==> src/rtl/product_accumulator.sv <==
// product_accumulator: sums N_TERMS consecutive 8-bit products into one saturated ACC_W-bit result
// Ports:
//   clk, rst             rising-edge clock, asynchronous active-high reset
//   in_valid/in_ready    product handshake; in_ready is high only while collecting terms
//   prod                 unsigned 8-bit product
//   flush                synchronous discard of partial sum and any held result
//   out_valid/out_ready  result handshake
//   acc_out, ovf         registered result and its saturation flag
module product_accumulator #(
    parameter int N_TERMS = 4,
    parameter int ACC_W   = 12
) (
    input  logic             clk,
    input  logic             rst,
    input  logic             in_valid,
    output logic             in_ready,
    input  logic [7:0]       prod,
    input  logic             flush,
    output logic             out_valid,
    input  logic             out_ready,
    output logic [ACC_W-1:0] acc_out,
    output logic             ovf
);
    typedef enum logic {ACCUM, HOLD} state_t;
    state_t           r_state;
    state_t           w_next_state;
    logic [ACC_W-1:0] r_acc;
    logic [7:0]       r_cnt;
    logic             r_ovf;
    logic [ACC_W-1:0] r_acc_out;
    logic             r_ovf_out;
    logic             w_accept;
    logic             w_last;
    logic [ACC_W:0]   w_sum;
    logic [ACC_W-1:0] w_new_acc;
    logic             w_new_ovf;
    assign in_ready  = (r_state == ACCUM);
    assign out_valid = (r_state == HOLD);
    assign acc_out   = r_acc_out;
    assign ovf       = r_ovf_out;
    assign w_accept  = in_valid && in_ready && !flush;
    assign w_last    = (r_cnt == 8'(N_TERMS - 1));
    // one extra bit catches the carry out that signals saturation
    assign w_sum     = {1'b0, r_acc} + {{(ACC_W - 7){1'b0}}, prod};
    assign w_new_acc = w_sum[ACC_W] ? {ACC_W{1'b1}} : w_sum[ACC_W-1:0];
    assign w_new_ovf = r_ovf | w_sum[ACC_W];
    always_comb begin
        w_next_state = r_state;
        if (flush)
            w_next_state = ACCUM;
        else if (w_accept && w_last)
            w_next_state = HOLD;
        else if (r_state == HOLD && out_ready)
            w_next_state = ACCUM;
    end
    always_ff @(posedge clk or posedge rst) begin
        if (rst) begin
            r_state   <= ACCUM;
            r_acc     <= '0;
            r_cnt     <= '0;
            r_ovf     <= 1'b0;
            r_acc_out <= '0;
            r_ovf_out <= 1'b0;
        end else begin
            r_state <= w_next_state;
            if (flush) begin
                r_acc <= '0;
                r_cnt <= '0;
                r_ovf <= 1'b0;
            end else if (w_accept) begin
                if (w_last) begin
                    r_acc_out <= w_new_acc;
                    r_ovf_out <= w_new_ovf;
                    r_acc     <= '0;
                    r_cnt     <= '0;
                    r_ovf     <= 1'b0;
                end else begin
                    r_acc <= w_new_acc;
                    r_ovf <= w_new_ovf;
                    r_cnt <= r_cnt + 8'd1;
                end
            end
        end
    end
endmodule

==> config.mk <==
export PLATFORM = sky130hd
export DESIGN_NAME = product_accumulator
export DESIGN_NICKNAME = d
export VERILOG_FILES = /design/src/rtl/product_accumulator.sv
export SDC_FILE = /design/constraint.sdc
export NUM_CORES = 1
export LEC_CHECK = 0
export BUFFER_PORTS_ARGS = -buffer_cell sky130_fd_sc_hd__buf_2
export CORE_AREA = 8 8 69 71
export CTS_BUF_LIST = sky130_fd_sc_hd__clkbuf_16
export CTS_CLUSTER_DIAMETER = 30
export DETAILED_ROUTE_END_ITERATION = 16
export DIE_AREA = 0 0 77 79
export PLACE_DENSITY = 0.75
export SLEW_MARGIN = 20
export SYNTH_ARGS = -nofsm -noshare
export SYNTH_HDL_FRONTEND = slang
export SYNTH_SLANG_ARGS = --single-unit
==> constraint.sdc <==
create_clock -name clk -period 2.67 [get_ports clk]
set_input_delay 0.267 -clock clk [delete_from_list [all_inputs] [get_ports clk]]
set_output_delay 0.267 -clock clk [all_outputs]
set_load 0.005 [all_outputs]
==> results of run 1 <==
[registers in the layout (all words and copies together), names as in the netlist]
signal	flops
r_cnt	8
r_ovf	1
acc_out	12
r_acc	12
ovf	1
out_valid	1
[cells in the mapped netlist, types with 3 or more instances]
| master | n | area share [%] |
|---|---|---|
| sky130_fd_sc_hd__and3_1 | 5 | 1.6 |
| sky130_fd_sc_hd__dfrtp_1 | 35 | 45 |
| sky130_fd_sc_hd__inv_1 | 3 | 0.58 |
| sky130_fd_sc_hd__xor2_1 | 5 | 2.2 |
| sky130_fd_sc_hd__ha_1 | 9 | 5.8 |
| sky130_fd_sc_hd__nand2b_1 | 3 | 0.96 |
| sky130_fd_sc_hd__a31oi_1 | 4 | 1.3 |
| sky130_fd_sc_hd__clkbuf_1 | 6 | 1.2 |
| sky130_fd_sc_hd__nand4_1 | 4 | 1.3 |
| sky130_fd_sc_hd__nor2_1 | 17 | 3.3 |
| sky130_fd_sc_hd__nand2_1 | 35 | 6.7 |
| sky130_fd_sc_hd__a21oi_1 | 8 | 2.1 |
| sky130_fd_sc_hd__o31ai_1 | 6 | 2.3 |
| sky130_fd_sc_hd__o21ai_0 | 34 | 8.7 |
[critical path: cells and delay by family, from the launching register on]
kind            cells  cell delay (ns)
flops               1             0.38
fa+ha+maj           2             0.61
simple gates        2             0.52
compound gates      3             0.75
[layout make-up]
class	instances	area, sq um
fill	329	1530
multi-input combinational	164	1010
sequential	35	876
timing repair buffer	32	173
clock buffer	5	125
tap	50	62.6
clock inverter	3	11.3
inverter	3	11.3
[cell usage in the layout (no fill, tap or decap), types with 2 or more instances in the layout]
cell type	instances
sky130_fd_sc_hd__clkinv_1	2
sky130_fd_sc_hd__xor2_1	5
sky130_fd_sc_hd__dfrtp_1	35
sky130_fd_sc_hd__buf_4	5
sky130_fd_sc_hd__and4_1	2
sky130_fd_sc_hd__nor4_1	2
sky130_fd_sc_hd__a211o_1	2
sky130_fd_sc_hd__and2_1	2
sky130_fd_sc_hd__a211oi_1	2
sky130_fd_sc_hd__a31oi_1	4
sky130_fd_sc_hd__nor2_1	17
sky130_fd_sc_hd__a21oi_1	8
sky130_fd_sc_hd__nand2_1	35
sky130_fd_sc_hd__buf_2	27
sky130_fd_sc_hd__o31ai_1	6
sky130_fd_sc_hd__nand4_1	4
sky130_fd_sc_hd__o211ai_1	2
sky130_fd_sc_hd__nand2b_1	3
sky130_fd_sc_hd__inv_1	4
sky130_fd_sc_hd__clkbuf_16	5
sky130_fd_sc_hd__xnor2_1	2
sky130_fd_sc_hd__nand3_1	2
sky130_fd_sc_hd__o21ai_0	34
sky130_fd_sc_hd__ha_1	9
sky130_fd_sc_hd__and3_1	5
sky130_fd_sc_hd__nor3b_1	2
[cell families after synthesis]
| kind of cell | share of synthesized area, % |
|---|---|
| flops | 44.9 |
| compound gates | 21.8 |
| xor+xnor | 3.15 |
| fa+ha+maj | 6.80 |
| simple gates | 19.4 |
| mux | 0.513 |
| buf+inv | 3.34 |
[how the worst max path moves through the flow]
stage | start | end | slack [ns] | cells after the start
floorplan | r_acc[0] | acc_out[7] | 0.38 | 7
global placement | prod[0] | acc_out[7] | 0.30 | 7
detailed placement | prod[0] | r_acc[2] | 0.26 | 8
CTS | r_acc[0] | r_acc[2] | 0.25 | 7
global route | r_acc[0] | r_acc[4] | 0.007 | 7
finish | r_acc[0] | r_acc[2] | 0.28 | 7
[power by group]
| group | switching (W) | internal [W] |
|---|---|---|
| registers | 0.0000281 | 0.000578 |
| logic | 0.000169 | 0.000115 |
| clock network | 0.000203 | 0.000335 |
[through the flow]
| stage | total power [W] | util, % | cells | setup WS, ns |
|---|---|---|---|---|
| after CTS | 0.00144 | 59.7 | 292 | 0.255 |
| after detailed placement | 0.000898 | 56.1 | 284 | 0.259 |
| final | 0.00143 | 59.7 | 292 | 0.277 |
| after floorplan | 0.000809 | - | 212 | 0.384 |
| after global placement | 0.000890 | 56.1 | 284 | 0.295 |
| after global routing | 0.00151 | 59.7 | 292 | 0.00655 |
[layer usage]
metal	vias up	GRT usage, %
li1	825	-
met1	766	17.7
met2	39	24.9
met3	6	5.08
met4	0	4.53
met5	-	0
==> out/qor_table.md, run 1 <==
| Metric | This run |
| --- | --- |
| Inserted Clock Buffers | 5 |
| Worst reg-to-reg path cell count | 7 |
| Antenna violations before repair | 0 |
| Synthesized area per cell | 9.20 sq um |
| Die Footprint | 0.00608 sq mm |
| Netlist cell types | 42 |
| Capture point of the worst reg-to-reg path | r_acc[2] |
| Clock latency reported for the late side of the worst-skew pair | 0.28 ns |
| WHS | 0.0753 ns |
| Max_cap viols | 0 |
| Post-Route Setup TNS | 0 ns |
| Cell area after placement | 0.00213 sq mm |
| Number of placement rows | 23 |
| Topmost layer with routed signal wires | met4 |
| Worst relative slew slack | 54.7% |
| Hold-fix buffers at CTS | 0 |
| Worst flop-to-flop path startpoint | r_acc[0] |
| Share of post-route cells with drive strength above 1 | 17.4% |
| Sequential area share after synthesis | 44.9% |
| Final setup fails | 0 |
| Worst ir drop on vdd | 269 uV |
| Post-route ant nets | 0 |
| Maximum number of pins on one net before global-route repair | 36 |
| Detailed-route via count | 1636 |
| Count of antenna diodes in the layout | 0 |
| Largest stage delay, worst path | 0.40 ns |
| Via count of the first global-routing pass | 1587 |
| Required time reported for the critical path endpoint | 2.82 ns |
| Cell with the largest stage delay on the worst path | sky130_fd_sc_hd__fa_1 |
| Worst clock skew | 0.00475 ns |
| I/O pin count | 28 |
| Portion of the clock cycle consumed by the worst path in the final layout | 89.6% |
| Post-synth ARST share | 100% |
| WL per Instance | 14.4 um |
| Unrepaired setup endpoints after global routing | false |
| Result of the run | finished clean |
| Total wire length | 4.21 mm |
| Predominant post-synthesis flop cell | sky130_fd_sc_hd__dfrtp_1 |
| Arrival time worst endpoint | 2.54 ns |
| Yosys warnings | 0 |
| Die X-Extent | 77 um |
| Fin. max-slew vios | 0 |
| Post-CTS Setup Bufs | 0 |
| CTS Buffer Depth | 2 |
| Transition time of the tightest slew-check pin | 0.680 ns |
| Count of state elements after synthesis | 35 |
| Detailed Place HPWL | 3.07 mm |
| Shortest period the worst path allows | 2.39 ns |
| Element type at the critical path end | register |
| Netlist Area Pre-Place | 0.00195 sq mm |
| Power per cell area | 630 mW/mm^2 |
| Starting density of the core | 51.3% |
| CTS root buf | sky130_fd_sc_hd__clkbuf_16 |
| Via-per-instance ratio | 5.60 |
| Global-route wire length before repair | 7.35 mm |
| Critical-path cell list | ha_1 -> fa_1 -> a211oi_1 -> o211ai_1 -> and3b_1 -> nor2_1 -> o21ai_0 |
| Critical Path Start Type | register |
| Chip Height | 79 um |
| Routed length on met1 | 1.91 mm |
| Total Nets Final | 264 |
| Iteration-0 DRC Markers | 67 |
| Cell count after synthesis | 212 |
| GPL Wtd Cong | 0.816 |
| Number of I/O port buffers | 27 |
| Final hold vios | 0 |
| CTS tree | yes |
| Initial DRT Pass Iterations | 4 |
| Maximum level of the CTS H-tree | 2 |
| Final Instance Area | 0.00227 sq mm |
| Core area | 0.00380 sq mm |
| Clock-pin slew of the registers on the worst-case setup and hold paths | 0.05 ns |
| Area overhead of the layout relative to synthesis | 16.3% |
| Cell leakage power | 1.11 nW |
| Number of gates resized after CTS | 0 |
| Routed wire length on met3 | 280 um |
| Maximum clock frequency | 418 MHz |
| All-layer global routing usage | 14.9% |
| Worst min path class | primary input to async pin |
| Num Clock Sinks | 35 |
| Global-route congestion overflow total | 0 |
| Crit Path Category | register to register |
| Post-route DRC violation count | 0 |
| Peak fanout along the critical path | 10 |
| Setup slack, reg-to-reg | 0.28 ns |
| Synthesized Nets | 235 |
| Count of flip-flops with a built-in enable after synthesis | 0 |
| Met2 WL | 1.96 mm |
No activity file was read; power rests on OpenSTA's default activity.
==> run 2, diff against run 1 <==
Settings changed: CTS_BUF_LIST sky130_fd_sc_hd__clkbuf_16 to default, REMOVE_ABC_BUFFERS from default to 1.
==> run 2 against run 1 <==
Net effect: non-clock buffer count rose by 1; power fell by 7.9%; critical path depth is 1 lower; routed wire length is 0.40% higher; core utilization is 0.66 points lower; clock skew grew 0.0037 ns; final area shrank 1.1%; die area unchanged; critical endpoint is now acc_out[7].
==> out/qor_table.md, run 2 (synthesis results as in run 1) <==
| Metric | This run | Change |
| --- | --- | --- |
| Worst min path class | primary input to async pin |  |
| Portion of the clock cycle consumed by the worst path in the final layout | 90.0% | +0.36 points |
| Clock latency reported for the late side of the worst-skew pair | 0.29 ns | about the same |
| Maximum clock frequency | 416 MHz | -0.40% |
| Via-per-instance ratio | 5.63 | +0.51% |
| Number of inserted filler cells in the final layout | 370 | +12% |
| Global-route wire length before repair | 7.43 mm | +1.1% |
| Count of antenna diodes in the layout | 0 | unchanged |
| Initial DRT Pass Iterations | 4 | unchanged |
| I/O pin count | 28 | unchanged |
| Crit Path Category | register to register |  |
| Core area | 0.00380 sq mm | unchanged |
| Final hold vios | 0 | unchanged |
| Chip Height | 79 um | unchanged |
| Worst reg-to-reg path cell count | 6 | -1 |
| Maximum level of the CTS H-tree | 2 | unchanged |
| Global-route congestion overflow total | 0 | unchanged |
| Transition time of the tightest slew-check pin | 0.532 ns | -0.148 ns |
| Worst path top cell family by delay | compound AO/OA/AOI/OAI gates |  |
| Peak fanout along the critical path | 10 | unchanged |
| Total wire length | 4.22 mm | +0.40% |
| Shortest period the worst path allows | 2.40 ns | +0.00961 ns |
| All-layer global routing usage | 15.0% | +0.12 points |
| Final setup fails | 0 | unchanged |
| Worst flop-to-flop path startpoint | r_acc[0] |  |
| Arrival time worst endpoint | 2.58 ns | +0.04 ns |
| Hold-fix buffers at CTS | 0 | unchanged |
| Required time reported for the critical path endpoint | 2.84 ns | +0.02 ns |
| Critical Path Start Type | register |  |
| Starting density of the core | 51.3% | unchanged |
| Detailed Place HPWL | 3.06 mm | -0.15% |
| Worst path bufs/invs | 0 | unchanged |
| Worst relative slew slack | 64.4% | +9.8 points |
| Post-route ant nets | 0 | unchanged |
| Number of placement rows | 23 | unchanged |
| Area overhead of the layout relative to synthesis | 15.0% |  |
| Inserted Clock Buffers | 5 | unchanged |
| Detailed-route via count | 1650 | +0.86% |
| Iteration-0 DRC Markers | 78 | +16% |
| Number of I/O port buffers | 27 | unchanged |
| CTS root buf | sky130_fd_sc_hd__clkbuf_8 |  |
| Post-CTS Setup Bufs | 0 | unchanged |
| GPL Wtd Cong | 0.830 | +1.6% |
| Die Footprint | 0.00608 sq mm | unchanged |
| Worst clock skew | 0.00844 ns | +0.00368 ns |
| Largest stage delay, worst path | 0.40 ns | about the same |
| Die X-Extent | 77 um | unchanged |
| Critical-path cell list | ha_1 -> fa_1 -> a211oi_1 -> o211ai_1 -> and3b_1 -> o31a_1 |  |
| Total Nets Final | 265 | +0.38% |
| Post-Route Setup TNS | 0 ns | unchanged |
| Max_cap viols | 0 | unchanged |
| Most used cells in the layout excluding fill and tap cells | sky130_fd_sc_hd__nand2_1, sky130_fd_sc_hd__dfrtp_1, sky130_fd_sc_hd__o21ai_0, sky130_fd_sc_hd__buf_2, sky130_fd_sc_hd__nor2_1 |  |
| Capture point of the worst reg-to-reg path | acc_out[7] |  |
| Share of post-route cells with drive strength above 1 | 18.9% | +1.6 points |
| Cell with the largest stage delay on the worst path | sky130_fd_sc_hd__fa_1 |  |
| Post-route worst setup slack | 0.267 ns | -0.00961 ns |
| Maximum number of pins on one net before global-route repair | 36 | unchanged |
| Num Clock Sinks | 35 | unchanged |
| Worst ir drop on vdd | 342 uV | +27% |
| WL per Instance | 14.4 um | about the same |
| Power per cell area | 587 mW/mm^2 | -6.9% |
| Cell leakage power | 1.10 nW | -1.3% |
| CTS Buffer Depth | 2 | unchanged |
| Unrepaired setup endpoints after global routing | false |  |
| CTS tree | yes |  |
| Setup slack, reg-to-reg | 0.27 ns | about the same |
| Via count of the first global-routing pass | 1623 | +2.3% |
| Post-route DRC violation count | 0 | unchanged |
| Result of the run | finished clean |  |
| Fin. max-slew vios | 0 | unchanged |
| Post-place setup slack | 0.267 ns | +0.00792 ns |
| Element type at the critical path end | register |  |
| Clock-pin slew of the registers on the worst-case setup and hold paths | 0.07 ns | +0.02 ns |
| Number of gates resized after CTS | 0 | unchanged |
| Antenna violations before repair | 0 | unchanged |
==> run 2: changes by cell type in the layout (fill, tap and decap cells not counted) <==
cell / change
sky130_fd_sc_hd__clkinv_1: -2
sky130_fd_sc_hd__clkbuf_8: +7
sky130_fd_sc_hd__clkbuf_16: -5
sky130_fd_sc_hd__buf_4: +1
sky130_fd_sc_hd__clkinvlp_4: +1
sky130_fd_sc_hd__inv_1: -1
==> run 2: per-layer routing <==
metal | vias up | part of all wire [%] | track usage, %
met2 | 31 | 47 | 24.7
met5 | - | 0 | 0
met1 | 785 | 46 | 17.5
met4 | 0 | 1.5 | 6.04
li1 | 827 | - | -
met3 | 7 | 5.0 | 5.19
==> run 2: worst max path at each step <==
stage               slack (ns)  cells past startpoint          to     start
detailed placement        0.27                      8  acc_out[3]   prod[0]
floorplan                 0.19                      5    r_acc[7]  r_cnt[0]
global placement          0.30                      7  acc_out[7]   prod[0]
CTS                       0.26                      6  acc_out[7]  r_acc[0]
global route              0.08                      7  acc_out[5]  r_acc[0]
finish                    0.27                      6  acc_out[7]  r_acc[0]
==> run 2: tightest hold or removal path: stages <==
cell	delay, ns
sky130_fd_sc_hd__buf_2	0.09
sky130_fd_sc_hd__inv_1	0.04
sky130_fd_sc_hd__buf_4	0.38
==> run 2: stage by stage <==
step / util (%) / std cells / power (W) / hold slack [ns] / cell area (sq um)
3_3_place_gp: 56.3 / 285 / 0.000890 / 0.387 / 2140
6_report: 59.0 / 293 / 0.00132 / 0.0559 / 2240
2_1_floorplan: - / 202 / 0.000803 / 0.353 / 1900
5_1_grt: 59.0 / 293 / 0.00140 / 0.110 / 2240
4_1_cts: 59.0 / 293 / 0.00133 / 0.0674 / 2240
3_5_place_dp: 56.3 / 285 / 0.000899 / 0.391 / 2140
==> run 2: where the power goes <==
part	internal, W	total (W)	switching (W)
clock network	0.000235	0.000430	0.000195
logic	0.000116	0.000281	0.000165
registers	0.000577	0.000604	0.0000274
==> run 2: area by class of cell <==
| class | instances | area, sq um | share of cell area [%] |
|---|---|---|---|
| Multi-Input combinational cell | 164 | 1010 | 45.0 |
| Sequential cell | 35 | 876 | 39.1 |
| Timing Repair Buffer | 33 | 180 | 8.04 |
| Clock buffer | 7 | 96.3 | 4.30 |
| Tap cell | 50 | 62.6 | 2.79 |
| Inverter | 3 | 11.3 | 0.502 |
| Clock inverter | 1 | 7.51 | 0.335 |
==> run 3, diff against run 2 <==
Settings changed: CORE_AREA 8 8 69 71 to 8 8 72 67, DIE_AREA 0 0 77 79 to 0 0 80 75, PLACE_DENSITY 0.75 to 0.76.
==> run 3 against run 2 <==
Net effect: maximum frequency shrank 2.6%; non-clock buffer count shrank 1; hold slack gained 0.012 ns; sequential power is essentially flat; worst setup slack lost 0.064 ns; flip-flop and latch count is the same; global-route usage grew 0.52 points; routed wire length grew 1.4%; die area shrank 1.4%; register-to-register slack lost 0.06 ns; clock-buffer cell count shrank 1; clock skew shrank 0.0020 ns; largest cell class unchanged.
==> out/qor_table.md, run 3 (synthesis results as in run 1) <==
| Metric | This run | Change |
| --- | --- | --- |
| Worst reg-to-reg path cell count | 6 | unchanged |
| Met2 WL | 1.93 mm | -3.7% |
| CTS root buf | sky130_fd_sc_hd__clkbuf_8 |  |
| Unrepaired setup endpoints after global routing | false |  |
| Clock latency reported for the late side of the worst-skew pair | 0.29 ns | about the same |
| Cell with the largest stage delay on the worst path | sky130_fd_sc_hd__fa_1 |  |
| Transition time of the tightest slew-check pin | 0.574 ns | +0.0417 ns |
| Number of placement rows | 21 | -8.7% |
| WHS | 0.0683 ns | +0.0125 ns |
| Inserted Clock Buffers | 5 | unchanged |
| WL per Instance | 14.9 um | +3.5% |
| Worst flop-to-flop path startpoint | r_acc[0] |  |
| Global-route wire length before repair | 7.27 mm | -2.2% |
| Antenna violations before repair | 0 | unchanged |
| CTS tree | yes |  |
| Max_cap viols | 0 | unchanged |
| Worst min path class | primary input to async pin |  |
| Post-route worst setup slack | 0.203 ns | -0.0640 ns |
| Element type at the critical path end | register |  |
| Number of gates resized after CTS | 0 | unchanged |
| Portion of the clock cycle consumed by the worst path in the final layout | 92.4% | +2.4 points |
| Via-per-instance ratio | 5.79 | +2.8% |
| Routed length on met1 | 2.04 mm | +5.3% |
| Setup slack, reg-to-reg | 0.20 ns | -0.06 ns |
| Post-CTS Setup Bufs | 0 | unchanged |
| Arrival time worst endpoint | 2.64 ns | +0.06 ns |
| Final setup fails | 0 | unchanged |
| Worst clock skew | 0.00639 ns | -0.00204 ns |
| Area overhead of the layout relative to synthesis | 13.5% |  |
| Total Nets Final | 264 | -0.38% |
| Die X-Extent | 80 um | +3.9% |
| Post-Route Setup TNS | 0 ns | unchanged |
| Post-route ant nets | 0 | unchanged |
| Crit Path Category | register to register |  |
| Worst ir drop on vdd | 449 uV | +31% |
| Proportion of total power due to net switching | 29.3% | -0.22 points |
| Worst relative slew slack | 61.7% | -2.8 points |
| Maximum number of pins on one net before global-route repair | 36 | unchanged |
| Maximum level of the CTS H-tree | 2 | unchanged |
| Final Instance Area | 0.00221 sq mm | -1.3% |
| Cell area after placement | 0.00213 sq mm | -0.59% |
| Hold-fix buffers at CTS | 0 | unchanged |
| Clock-pin slew of the registers on the worst-case setup and hold paths | 0.06 ns | about the same |
| Number of I/O port buffers | 27 | unchanged |
| Share of post-route cells with drive strength above 1 | 18.3% | -0.67 points |
| Most used cells in the layout excluding fill and tap cells | sky130_fd_sc_hd__nand2_1, sky130_fd_sc_hd__dfrtp_1, sky130_fd_sc_hd__o21ai_0, sky130_fd_sc_hd__buf_2, sky130_fd_sc_hd__nor2_1 |  |
| Detailed Place HPWL | 3.09 mm | +0.77% |
| Final hold vios | 0 | unchanged |
| Internal power | 0.000895 W | -3.5% |
| Total wire length | 4.28 mm | +1.4% |
| Required time reported for the critical path endpoint | 2.84 ns | about the same |
| Chip Height | 75 um | -5.1% |
| Post-route DRC violation count | 0 | unchanged |
| Die Footprint | 0.00600 sq mm | -1.4% |
| Num Clock Sinks | 35 | unchanged |
| Detailed-route via count | 1662 | +0.73% |
| Iteration-0 DRC Markers | 138 | +77% |
| I/O pin count | 28 | unchanged |
| Final Total Pwr | 0.00126 W | -3.8% |
| Fin. max-slew vios | 0 | unchanged |
| CTS Buffer Depth | 2 | unchanged |
| Result of the run | finished clean |  |
| Switching power | 0.000370 W | -4.5% |
| Post-place setup slack | 0.221 ns | -0.0462 ns |
| Capture point of the worst reg-to-reg path | acc_out[7] |  |
| Critical-path cell list | ha_1 -> fa_1 -> a211oi_1 -> o211ai_1 -> and3b_1 -> o31a_1 |  |
| Cell leakage power | 1.09 nW | -0.78% |
| Power per cell area | 571 mW/mm^2 | -2.6% |
| Sequential Power Share | 47.7% | +1.8 points |
| Routed wire length on met3 | 268 um | +26% |
| Critical Path Start Type | register |  |
| Shortest period the worst path allows | 2.47 ns | +0.0640 ns |
| Initial DRT Pass Iterations | 5 | +1 |
| GPL Wtd Cong | 0.816 | -1.7% |
| Maximum clock frequency | 405 MHz | -2.6% |
| Starting density of the core | 53.8% | +2.4 points |
| Global-route congestion overflow total | 0 | unchanged |
| Topmost layer with routed signal wires | met4 |  |
| Largest stage delay, worst path | 0.42 ns | +0.02 ns |
| Gate power share | 22.2% | +0.8 points |
| Via count of the first global-routing pass | 1579 | -2.7% |
| Peak fanout along the critical path | 10 | unchanged |
| Count of antenna diodes in the layout | 0 | unchanged |
| Clk network pwr share | 30.0% | -2.7 points |
| All-layer global routing usage | 15.5% | +0.52 points |
| Core area | 0.00363 sq mm | -4.5% |
[run 3: cell count changes in the layout (fill, tap and decap cells not counted)]
cell	before	now
sky130_fd_sc_hd__clkbuf_8	7	6
sky130_fd_sc_hd__clkinvlp_4	1	0
sky130_fd_sc_hd__clkinv_2	0	1
sky130_fd_sc_hd__buf_4	6	5
[run 3: final cells by class]
type,count,area [sq um]
fill,331,1410
multi-input combinational,164,1010
sequential,35,876
timing repair buffer,32,173
clock buffer,6,82.6
tap,46,57.6
inverter,3,11.3
clock inverter,1,5.00
[run 3: metal layers]
layer | GRT usage [%] | up-vias
li1 | - | 823
met1 | 19.1 | 782
met3 | 4.89 | 5
met5 | 0 | -
met4 | 7.06 | 0
met2 | 24.2 | 52
[run 3: stage by stage]
step,utilization [%],instances
6_report,61.0,287
5_1_grt,61.0,287
4_1_cts,61.0,287
3_5_place_dp,58.6,280
3_3_place_gp,58.6,280
2_1_floorplan,-,202
[run 3: power by group through the flow]
stage	Clock (W)	Combinational (W)	Sequential [W]
final	0.000380	0.000281	0.000604
after global routing	0.000415	0.000322	0.000611
after CTS	0.000388	0.000282	0.000605
after detailed placement	0	0.000281	0.000614
after global placement	0	0.000275	0.000612
after floorplan	0	0.000189	0.000614
[run 3: critical path: cells and delay by family, from the launching register on]
family	cells	cell delay, ns
flip-flops	1	0.39
AO/OA/AOI/OAI	3	0.97
AND/OR/NAND/NOR	1	0.36
adder cells (fa/ha/maj)	2	0.64
[run 3: how the worst max path moves through the flow]
stage / end / slack (ns) / cells after the start / start
3_3_place_gp: acc_out[7] / 0.29 / 7 / prod[0]
4_1_cts: acc_out[7] / 0.20 / 6 / r_acc[0]
5_1_grt: acc_out[4] / 0.01 / 7 / r_acc[0]
2_1_floorplan: r_acc[7] / 0.19 / 5 / r_cnt[0]
3_5_place_dp: acc_out[7] / 0.22 / 6 / r_acc[0]
6_report: acc_out[7] / 0.20 / 6 / r_acc[0]
